<file path="src/rtl/gf2m8_arith_unit_if.sv">
// ---------------------------------------------------------------------------
// gf2m8_arith_unit_if
// Operand/result bundle for the shared GF(2^8) arithmetic unit.
//   ena    : operation valid, also opens the clock gate of the result regs
//   x, y   : multiplicand / multiplier
//   b      : operand to invert
//   z_c    : combinational product x*y
//   inv_c  : combinational inverse of b
//   z_q    : registered product
//   inv_q  : registered inverse
//   vld    : registered ena, marks z_q/inv_q as freshly loaded
//   gclk   : gated clock, exported for observation
// master drives operands (decoder stage / bench), slave is the arith unit.
// ---------------------------------------------------------------------------
interface gf2m8_arith_unit_if;
  logic       ena;
  logic [7:0] x;
  logic [7:0] y;
  logic [7:0] b;
  logic [7:0] z_c;
  logic [7:0] inv_c;
  logic [7:0] z_q;
  logic [7:0] inv_q;
  logic       vld;
  logic       gclk;

  modport master (
    output ena, x, y, b,
    input  z_c, inv_c, z_q, inv_q, vld, gclk
  );

  modport slave (
    input  ena, x, y, b,
    output z_c, inv_c, z_q, inv_q, vld, gclk
  );
endinterface

</file>
<file path="src/rtl/gf2m8_arith_unit.sv">
// ---------------------------------------------------------------------------
// gf2m8_arith_unit
// Shared GF(2^8) datapath (poly 0x11D, alpha = 0x02) for the RS decoder.
// Ports:
//   clk  : system clock
//   rst  : asynchronous active-high reset
//   bus  : gf2m8_arith_unit_if.slave (operands in, comb/registered results,
//          vld and the gated clock out)
// The result registers run on a latch-based gated clock so they only toggle
// on cycles where ena was high at the rising clk edge.
// ---------------------------------------------------------------------------
module gf2m8_arith_unit #(
  parameter logic [8:0] POLY = 9'h11D
) (
  input  logic             clk,
  input  logic             rst,
  gf2m8_arith_unit_if.slave bus
);

  // Carry-less 8x8 product followed by reduction from the top bit down,
  // folding each set bit above bit 7 back with the shifted polynomial.
  function automatic logic [7:0] gfMul(input logic [7:0] a, input logic [7:0] m);
    logic [14:0] prod;
    prod = '0;
    for (int i = 0; i < 8; i++) begin
      if (m[i]) prod = prod ^ ({7'b0, a} << i);
    end
    for (int i = 14; i >= 8; i--) begin
      if (prod[i]) prod = prod ^ ({6'b0, POLY} << (i - 8));
    end
    return prod[7:0];
  endfunction

  // b^254 = b^2 * b^4 * ... * b^128. Zero input stays zero naturally,
  // which gives the defined inv(0) = 0.
  function automatic logic [7:0] gfInv(input logic [7:0] a);
    logic [7:0] acc;
    logic [7:0] sq;
    acc = 8'h01;
    sq  = a;
    for (int i = 1; i < 8; i++) begin
      sq  = gfMul(sq, sq);
      acc = gfMul(acc, sq);
    end
    return acc;
  endfunction

  logic [7:0] w_zC;
  logic [7:0] w_invC;
  logic       w_gclk;
  logic       r_enLatch;
  logic [7:0] r_zQ;
  logic [7:0] r_invQ;
  logic       r_vld;

  assign w_zC   = gfMul(bus.x, bus.y);
  assign w_invC = gfInv(bus.b);

  // Enable latch is transparent only while clk is low, so ena changes during
  // the high phase cannot chop or extend a gclk pulse.
  always_latch begin
    if (rst) begin
      r_enLatch <= 1'b0;
    end else if (!clk) begin
      r_enLatch <= bus.ena;
    end
  end

  assign w_gclk = clk & r_enLatch;

  // Result registers only see edges on enabled cycles, so holding is implicit.
  always_ff @(posedge w_gclk or posedge rst) begin
    if (rst) begin
      r_zQ   <= 8'h00;
      r_invQ <= 8'h00;
    end else begin
      r_zQ   <= w_zC;
      r_invQ <= w_invC;
    end
  end

  always_ff @(posedge clk or posedge rst) begin
    if (rst) begin
      r_vld <= 1'b0;
    end else begin
      r_vld <= bus.ena;
    end
  end

  assign bus.z_c   = w_zC;
  assign bus.inv_c = w_invC;
  assign bus.z_q   = r_zQ;
  assign bus.inv_q = r_invQ;
  assign bus.vld   = r_vld;
  assign bus.gclk  = w_gclk;

endmodule

</file>
<file path="src/flat_wrapper.sv">
// flat-port wrapper written by rule: the top's interface ports become plain ports
module gf2m8_arith_unit_flat 
#(
  parameter logic [8:0] POLY = 9'h11D
)
  (clk, rst, bus_ena, bus_x, bus_y, bus_b, bus_z_c, bus_inv_c, bus_z_q, bus_inv_q, bus_vld, bus_gclk);
  gf2m8_arith_unit_if bus_i ();
  input  logic clk;
  input  logic rst;
  input wire logic [$bits(bus_i.ena)-1:0] bus_ena;
  input wire logic [$bits(bus_i.x)-1:0] bus_x;
  input wire logic [$bits(bus_i.y)-1:0] bus_y;
  input wire logic [$bits(bus_i.b)-1:0] bus_b;
  output wire logic [$bits(bus_i.z_c)-1:0] bus_z_c;
  output wire logic [$bits(bus_i.inv_c)-1:0] bus_inv_c;
  output wire logic [$bits(bus_i.z_q)-1:0] bus_z_q;
  output wire logic [$bits(bus_i.inv_q)-1:0] bus_inv_q;
  output wire logic [$bits(bus_i.vld)-1:0] bus_vld;
  output wire logic [$bits(bus_i.gclk)-1:0] bus_gclk;
  assign bus_i.ena = bus_ena;
  assign bus_i.x = bus_x;
  assign bus_i.y = bus_y;
  assign bus_i.b = bus_b;
  assign bus_z_c = bus_i.z_c;
  assign bus_inv_c = bus_i.inv_c;
  assign bus_z_q = bus_i.z_q;
  assign bus_inv_q = bus_i.inv_q;
  assign bus_vld = bus_i.vld;
  assign bus_gclk = bus_i.gclk;
  gf2m8_arith_unit #(.POLY(POLY)) u_core (.clk(clk), .rst(rst), .bus(bus_i));
endmodule
</file>
<file path="config.mk">
export PLATFORM = sky130hd
export DESIGN_NAME = gf2m8_arith_unit_flat
export DESIGN_NICKNAME = d
export VERILOG_FILES = /design/src/rtl/gf2m8_arith_unit_if.sv /design/src/rtl/gf2m8_arith_unit.sv /design/src/flat_wrapper.sv
export SDC_FILE = /design/constraint.sdc
export NUM_CORES = 1
export LEC_CHECK = 0
export ABC_AREA = 1
export BUFFER_PORTS_ARGS = -buffer_cell sky130_fd_sc_hd__buf_2
export CELL_PAD_IN_SITES_DETAIL_PLACEMENT = 0
export CELL_PAD_IN_SITES_GLOBAL_PLACEMENT = 1
export CORE_MARGIN = 2
export CORE_UTILIZATION = 25
export DETAILED_ROUTE_END_ITERATION = 12
export PLACE_DENSITY_LB_ADDON = 0.1
export SLEW_MARGIN = 5
export SYNTH_ARGS = -nofsm -noshare
export SYNTH_HDL_FRONTEND = slang
export SYNTH_SLANG_ARGS = --single-unit
</file>
<file path="constraint.sdc">
create_clock -name clk -period 10.3 [get_ports clk]
set_clock_uncertainty 0.15 [all_clocks]
set_input_delay 1.545 -clock clk [delete_from_list [all_inputs] [get_ports clk]]
set_output_delay 1.545 -clock clk [all_outputs]
set_load 0.02 [all_outputs]
</file>
==> results of run 1 <==
path summary, 6_finish.rpt:
kind                                        to  slack [ns]  depth (start not counted)
setup / recovery                  bus_inv_c[3]       -1.26                         85
hold / removal                      clock gate        0.57                          0
max in group gated                  clock gate        3.94                         10
max in group asynchronous       u_core.bus.vld        5.17                          8
min in group clk                u_core.bus.vld        0.98                          1
min in group asynchronous  u_core.bus.inv_q[6]        4.27                          8
cells in the mapped netlist, types with 2 or more instances:
| library cell | number | area share |
|---|---|---|
| nand2_1 | 1102 | 0.33 |
| nand3_1 | 434 | 0.17 |
| inv_1 | 275 | 0.083 |
| nor2_1 | 161 | 0.049 |
| nand2_2 | 113 | 0.057 |
| xor2_1 | 80 | 0.056 |
| xnor2_1 | 62 | 0.044 |
| inv_2 | 55 | 0.017 |
| nand3_2 | 31 | 0.025 |
| nand3b_1 | 25 | 0.015 |
| clkbuf_1 | 24 | 0.0072 |
| nand4_1 | 24 | 0.012 |
| nand2_4 | 20 | 0.018 |
| buf_2 | 17 | 0.0068 |
| dfrtp_1 | 17 | 0.034 |
| nor2_2 | 14 | 0.0070 |
| o21ai_0 | 13 | 0.0052 |
| o21ai_1 | 13 | 0.0052 |
| a21oi_1 | 10 | 0.0040 |
| clkinv_1 | 9 | 0.0027 |
| buf_4 | 8 | 0.0048 |
| buf_6 | 7 | 0.0063 |
| o21bai_1 | 7 | 0.0042 |
| o22ai_1 | 6 | 0.0030 |
| buf_1 | 5 | 0.0015 |
| xor2_2 | 5 | 0.0065 |
| xnor2_2 | 3 | 0.0039 |
| or2_1 | 2 | 0.0010 |
cells by family (layout without fill, tap and decap cells):
kind of cell,count (synthesis),in the layout,synth area share
latches,1,1,0.00121
AND/OR/NAND/NOR,1929,1933,0.693
AO/OA/AOI/OAI,53,53,0.0242
XOR/XNOR,153,153,0.116
adder cells (fa/ha/maj),1,1,0.00100
flip-flops,17,17,0.0342
buffers and inverters,402,856,0.130
metrics by stage:
stage                util  setup TNS (ns)  hold WS (ns)  instances  cell area (µm²)
floorplan               -         -0.0371         -3.54       2556            12600
global placement    0.324          -15.18         -3.37       3539            15900
global route        0.425          -15.00         0.585       3678            20800
CTS                 0.383           -9.11         0.485       3648            18800
finish              0.425           -9.74         0.572       3678            20800
detailed placement  0.324          -16.40         -3.36       3539            15900
registers in the layout, indices dropped and copies added, names as in the netlist:
| signal | flops |
|---|---|
| u_core.bus.z_q | 8 |
| u_core.bus.vld | 1 |
| u_core.bus.inv_q | 8 |
| u_core.r_enLatch | 1 |
cell usage in the layout, fill, tap and decap left out, types with 5 or more instances in the layout:
cell type | netlist | final
a21oi_2 | 1 | 5
buf_12 | 0 | 12
buf_2 | 17 | 49
buf_4 | 8 | 364
buf_6 | 7 | 49
clkbuf_16 | 0 | 14
clkinv_1 | 9 | 6
dfrtp_1 | 17 | 17
dlygate4sd3_1 | 0 | 8
inv_1 | 275 | 254
inv_2 | 55 | 82
inv_4 | 0 | 11
nand2_1 | 1102 | 759
nand2_2 | 113 | 312
nand2_4 | 20 | 142
nand2_8 | 0 | 26
nand3_1 | 434 | 296
nand3_2 | 31 | 117
nand3_4 | 0 | 52
nand3b_1 | 25 | 25
nand4_1 | 24 | 24
nor2_1 | 161 | 109
nor2_2 | 14 | 34
nor2_4 | 1 | 33
o21ai_0 | 13 | 8
o21ai_1 | 13 | 9
o21ai_2 | 1 | 8
o21bai_1 | 7 | 6
xnor2_1 | 62 | 58
xnor2_2 | 3 | 5
xor2_1 | 80 | 72
xor2_2 | 5 | 9
metal layers:
metal / up-vias / wire (µm)
met5: - / 0
met4: 0 / 834
met3: 53 / 1140
met2: 249 / 27800
met1: 8075 / 25100
li1: 8859 / -
final cells by class:
type	count	area, µm²
clock inverters	18	67.6
clock buffers	15	355
fillers	5410	28200
repair buffers	484	3870
well taps	664	831
flip-flops and latches	18	440
inverters	339	1330
multi-input cells	2140	13900
timing repair:
action | in CTS | in global routing
gates cloned | 4 | 0
hold endpoints to repair | 1 | 0
pin swaps | 238 | 255
hold buffers | 8 | 0
buffers inserted | 66 | 30
gates resized for setup | 480 | 439
setup endpoints to repair | 8 | 12
==> summary.md, run 1 <==
| Metric | Value |
|---|---|
| Critical path launch point | bus_b[6] |
| Worst EP arrival | between 9 and 10 ns |
| Setup Slack @ Placement | -1.90 ns |
| Die boundary width | 227 µm |
| Share of cells above drive strength 1 | 0.448 |
| Number of synthesized flops with an enable pin | 0 |
| Top FF cell, synth | dfrtp_1 |
| Hold Path Class | latch2gate |
| Largest net degree at the start of global routing | 32 |
| Slowest-stage cell, CP | ha_4 |
| Hold Fails Final Rpt | 0 |
| Failing checks | negative setup slack |
| Via/cell ratio | ~4.7 |
| M2 GR Usage | 0.378 |
| Antenna diode count | 0 |
| Status | complete, but fails checks |
| Drt first pass iters | 6 |
| CTS clk-pin slew, worst paths | ~0.05 ns |
| Crit path buf inv count | 24 |
| CP Class | in2out |
| Syn_area_per_cell | 4.87 µm² |
| DIE HEIGHT | around 230 µm |
| Global route overflow | 0 |
| Met3 Track Usage GR | 0.0107 |
| Initial antenna violation count | 0 |
| Final Cycle Share | 1.12 |
| Initial core utilization | 0.254 |
| Crit path max-delay family | simple AND/OR/NAND/NOR gates |
| Fin crit period | between 10 and 15 ns |
| IO Count | 61 |
| Core area | 49,100 µm² |
| Warnings, synthesis | 0 |
| Mapped Nets | roughly 2,600 |
| Max transition margin | 0.485 |
| Crit Path Max Fanout | 7 |
| GR Util All Layers | 0.207 |
| Slowest stage delay, CP | approximately 0.31 ns |
| Post-route ant nets | 0 |
| CTS tree | done |
| DP HPWL | roughly 42,000 µm |
| CP dominant cell by count | nand2_4 |
| Port Buffers | 60 |
| Setup violations, final | 8 |
| Vias in the first global route | between 15,000 and 20,000 |
| Total wire length | roughly 55,000 µm |
| Wire per inst | approximately 15 µm |
| Area growth, synth to finish | 67.2% |
| CP endpoint kind | output pin |
| DIE AREA | 51,600 µm² |
| FFs w/ async S/R, synth | 0.944 |
| Mapped Cells | about 2,600 |
| RSZ-0062 raised after global routing | true |
| FP Rows | 81 |
| Nature of the critical path startpoint | input port |
| Post-synthesis cell type count | 42 |
| Total Nets Final | between 3,000 and 4,000 |
| Vias | 17,200 |
| Detailed Route Iter0 Violations | 750 |
| First-pass GRT wire length | 85,900 µm |
| Critical path required time | ~8.6 ns |
| Yosys reg bits | 18 |
| Post-route DRC | 0 |
| Final slew viol count | 0 |
| Gpl congestion | approximately 0.86 |
| GR Layer Usage met1 | 0.272 |
| Hold path startpoint | u_core.r_enLatch |
| GRT Max-Usage Layer | met2 |
| Worst Tran Pin Value | 0.769 ns |
| Fin worst setup slack | -1.26 ns |
| Max Clk Rate | just under 90 MHz |
| Max-cap violation count | 0 |
| Synth Cell Area | ~12,000 µm² |
Power of run 1 is left out: the tool's default activity adds up to more than one toggle a clock period on the data nets, which glitch-free logic cannot reach.
==> inputs of run 2 (changes only) <==
clock period = 11.8 ns   (was 10.3 ns; I/O delays follow)
==> run 2 against run 1 <==
  * The flow still finishes with violations (negative setup slack)
  * Via count decreased by 0.37%
  * Routed wire length decreased by 0.18%
  * Utilization decreased by 0.90 points
  * Sequential share of layout area about the same
  * Flip-flop and latch count unchanged
  * Final cell count decreased by 0.92%
  * Non-clock buffer count decreased by 33
  * Cell area decreased by 2.1%
  * Global-route usage decreased by 0.58 points
  * Largest cell class unchanged
==> summary.md, run 2 (same netlist as run 1, synthesis figures left out) <==
| Metric | Value |
|---|---|
| Fin crit period | 12.03 ns |
| Wire per inst | between 15 and 20 µm |
| Share of cells above drive strength 1 | 0.432 |
| GR Util All Layers | 0.202 |
| GR Layer Usage met1 | 0.269 |
| Dpl cells | ~3,500 |
| Post-route DRC | 0 |
| Hold Path Class | latch2gate |
| Failing checks | negative setup slack |
| CTS tree | done |
| Total wire length | 54,800 µm |
| Vias in the first global route | between 15,000 and 20,000 |
| CP Class | in2out |
| Hold Fails Final Rpt | 0 |
| Total Nets Final | 3,009 |
| IO Count | slightly above 60 |
| CTS clk-pin slew, worst paths | 0.04 ns |
| FP Rows | 81 |
| Commonest non-fill, non-tap cell in the layout | nand2_1 |
| Final slew viol count | 0 |
| Worst Tran Pin Value | between 0.9 and 1 ns |
| DP HPWL | 42,200 µm |
| Met3 Track Usage GR | 0.0150 |
| GRT Max-Usage Layer | met2 |
| Nature of the critical path startpoint | input port |
| Die boundary width | about 230 µm |
| Initial core utilization | 0.254 |
| Largest net degree at the start of global routing | 28 |
| Max-cap violation count | 0 |
| CP dominant cell by count | nand2_4 |
| Critical path required time | between 9 and 10 ns |
| Initial antenna violation count | 0 |
| RSZ-0062 raised after global routing | true |
| Gpl congestion | roughly 0.9 |
| Crit Path Max Fanout | 6 |
| Non-Filler Instances | 3,644 |
| CP endpoint kind | output pin |
| Slowest-stage cell, CP | ha_4 |
| Antenna diode count | 0 |
| Fin worst setup slack | -0.228 ns |
| Max Clk Rate | approximately 83 MHz |
| DIE AREA | ~52,000 µm² |
| Detailed Route Iter0 Violations | between 800 and 900 |
| DIE HEIGHT | 227 µm |
| Worst EP arrival | approximately 10 ns |
| Area growth, synth to finish | 63.7% |
| Final Cycle Share | 1.02 |
| Slowest stage delay, CP | ~0.27 ns |
| Global route overflow | 0 |
| Most frequent cells in the layout | 772 x nand2_1, 339 x buf_4, 302 x nand2_2, 285 x nand3_1, 266 x inv_1 |
| Setup violations, final | 8 |
| First-pass GRT wire length | around 83,000 µm |
| Vias | between 15,000 and 20,000 |
| M2 GR Usage | 0.363 |
| Status | complete, but fails checks |
| Max transition margin | 0.345 |
| Drt first pass iters | 7 |
| Hold path startpoint | u_core.r_enLatch |
| Hold Path Depth | 0 |
| Core area | 49,100 µm² |
| Via/cell ratio | ~4.7 |
| Port Buffers | 60 |
| Post-route ant nets | 0 |
run 2: changes by cell type in the layout (fill, tap and decap cells not counted), sizes merged:
cell         before   now
clkbuf           16    17
nand2          1239  1238
dlygate4sd3       8     9
buf             475   440
run 2: worst max path at each step:
stage                        start      endpoint  slack [ns]
after floorplan           bus_b[5]  bus_inv_c[2]        0.73
after global placement    bus_b[6]  bus_inv_c[4]       -0.94
after detailed placement  bus_b[6]  bus_inv_c[4]       -0.94
after CTS                 bus_b[6]  bus_inv_c[7]       -0.17
after global routing      bus_b[4]  bus_inv_c[4]       -0.83
final                     bus_b[4]  bus_inv_c[2]       -0.23
run 2: worst max-delay path, delay by kind of cell:
kind / cells / cell delay (ns)
AOI/OAI and AO/OA: 1 / 0.23
xor gates and xnor gates: 2 / 0.36
adders and majority gates: 1 / 0.27
buffers and inverters: 18 / 1.68
and+or+nand+nor: 66 / 5.74
run 2: layout make-up:
| class | instances | area (µm²) |
|---|---|---|
| Tap cell | 664 | 831 |
| Sequential cell | 18 | 440 |
| Inverter | 339 | 1330 |
| Multi-Input combinational cell | 2139 | 13700 |
| Clock inverter | 18 | 67.6 |
| Clock buffer | 15 | 355 |
| Fill cell | 5460 | 28700 |
| Timing Repair Buffer | 451 | 3660 |
run 2: timing repair:
action,4_1_cts,5_1_grt
setup buffers,19,47
pin swaps,78,294
gates resized for setup,285,620
hold buffers,9,0
endpoints found under the hold margin,1,0
setup endpoints to repair,8,8
gates cloned,3,3
run 2: per-layer routing:
layer  part of all wire  up-vias
li1                   -     8807
met1               0.46     8029
met2               0.50      298
met3              0.029       39
met4              0.011        0
met5                  0        -
run 2: stage by stage:
stage | cell area (µm²) | setup WS, ns | hold slack [ns] | utilization | TNS (ns)
2_1_floorplan | 12500 | 0.733 | -4.06 | - | 0
3_3_place_gp | 15700 | -0.942 | -3.89 | 0.320 | -6.97
3_5_place_dp | 15700 | -0.945 | -3.88 | 0.320 | -7.25
4_1_cts | 17500 | -0.168 | 0.504 | 0.356 | -0.940
5_1_grt | 20400 | -0.828 | 0.587 | 0.416 | -6.27
6_report | 20400 | -0.228 | 0.566 | 0.416 | -1.37
Power of run 2 is left out for the same reason.
==> inputs of run 3 (changes only) <==
GPL_TIMING_DRIVEN = 0   (was default)
==> run 3 against run 2 <==
  * The run still ends with negative setup slack left
  * Utilization about the same
  * Die area unchanged
  * Maximum frequency decreased by 0.38%
  * Count of clock-buffer cells in the layout unchanged
  * Worst setup slack got worse by 0.046 ns
  * Highest routed layer unchanged
==> summary.md, run 3 (same netlist as run 1, synthesis figures left out) <==
| Metric | Value |
|---|---|
| Worst EP arrival | 10.15 ns |
| Post-route ant nets | 0 |
| FP Rows | just over 80 |
| Post-route DRC | 0 |
| Failing checks | negative setup slack |
| Fin area | approximately 20,000 µm² |
| Fillers | 5,316 |
| Crit Path Max Fanout | 7 |
| Setup Slack @ Placement | -1.55 ns |
| Total wire length | 54,300 µm |
| Largest net degree at the start of global routing | 19 |
| Global route overflow | 0 |
| Vias | roughly 17,000 |
| Max-cap violation count | 0 |
| Gpl congestion | roughly 0.84 |
| Hold Path Class | in2gate |
| Via/cell ratio | between 4 and 5 |
| Total Nets Final | around 2,900 |
| Fin crit period | ~12 ns |
| Initial core utilization | 0.254 |
| Commonest non-fill, non-tap cell in the layout | nand2_1 |
| Status | complete, but fails checks |
| CP Class | in2out |
| Worst Tran Pin Value | between 1 and 1.5 ns |
| Wire per inst | around 16 µm |
| Antenna diode count | 0 |
| CP dominant cell by count | nand2_2 |
| RSZ-0062 raised after global routing | true |
| Core area | just under 50,000 µm² |
| Vias in the first global route | 15,900 |
| Final slew viol count | 0 |
| DP HPWL | between 30,000 and 40,000 µm |
| Max transition margin | 0.109 |
| CTS tree | done |
| Most frequent cells in the layout | 679 x nand2_1, 336 x nand2_2, 257 x nand3_1, 240 x inv_1, 179 x nand2_4 |
| Fin util | 0.415 |
| Fin worst setup slack | -0.274 ns |
| Max Clk Rate | slightly above 80 MHz |
| DP Area | around 13,000 µm² |
| First-pass GRT wire length | around 84,000 µm |
| Share of cells above drive strength 1 | 0.448 |
| Drt first pass iters | 5 |
| Detailed Route Iter0 Violations | about 850 |
| Hold Fails Final Rpt | 0 |
| Initial antenna violation count | 0 |
| Slowest-stage cell, CP | ha_4 |
| Setup violations, final | 8 |
| Final Cycle Share | 1.02 |
| Port Buffers | between 40 and 50 |
| IO Count | 61 |
| DIE AREA | between 50,000 and 60,000 µm² |
| Slowest stage delay, CP | 0.32 ns |
| Critical path required time | slightly below 10 ns |
| CP endpoint kind | output pin |
| Area growth, synth to finish | 63.6% |
| Nature of the critical path startpoint | input port |
| GR Util All Layers | 0.205 |
| Hold slack | around 0.58 ns |
| DIE HEIGHT | 227 µm |
| Die boundary width | ~230 µm |
## run 3: layer usage
| metal | wire, µm | vias to the layer above | track usage |
|---|---|---|---|
| li1 | - | 8496 | - |
| met1 | 24600 | 8010 | 0.272 |
| met2 | 27400 | 265 | 0.361 |
| met3 | 1460 | 68 | 0.0168 |
| met4 | 902 | 0 | 0.0447 |
| met5 | 0 | - | 0 |
## run 3: worst max-delay path, delay by kind of cell
| family | cells | cell delay (ns) |
|---|---|---|
| fa+ha+maj | 1 | 0.32 |
| buf+inv | 20 | 1.88 |
| simple gates | 74 | 6.15 |
## run 3: worst paths after layout
path | startpoint | end | slack (ns) | cells past startpoint
min in group asynchronous | rst | u_core.bus.z_q[7] | 4.46 | 8
max | bus_b[6] | bus_inv_c[4] | -0.27 | 95
min in group clk | bus_ena | u_core.bus.vld | 1.21 | 1
max in group gated | rst | clock gate | 4.73 | 11
min | rst | clock gate | 0.58 | 11
max in group asynchronous | rst | u_core.bus.vld | 6.52 | 8
## run 3: layout make-up
cell class | count | area, µm² | area share
buffer | 62 | 388 | 0.0190
timing repair buffer | 235 | 1990 | 0.0975
inverter | 339 | 1390 | 0.0684
clock buffer | 15 | 355 | 0.0174
sequential | 18 | 440 | 0.0216
tap | 664 | 831 | 0.0408
clock inverter | 18 | 67.6 | 0.00332
multi-input combinational | 2137 | 14900 | 0.732
## run 3: metrics by stage
stage	setup TNS, ns	cells
after CTS	-0.651	3428
after floorplan	0	2556
after detailed placement	-11.86	3261
final	-1.77	3488
after global routing	-6.90	3488
after global placement	-11.31	3261
## run 3: repair_timing
item                                    in CTS  in global routing
pin swaps                                  285                285
endpoints found under the setup margin       8                  8
buffers inserted                           119                 60
cloned                                       8                  0
hold buffers                                 9                  0
gates resized for setup                    677                562
hold endpoints to repair                     1                  0
Power of run 3 is left out for the same reason.
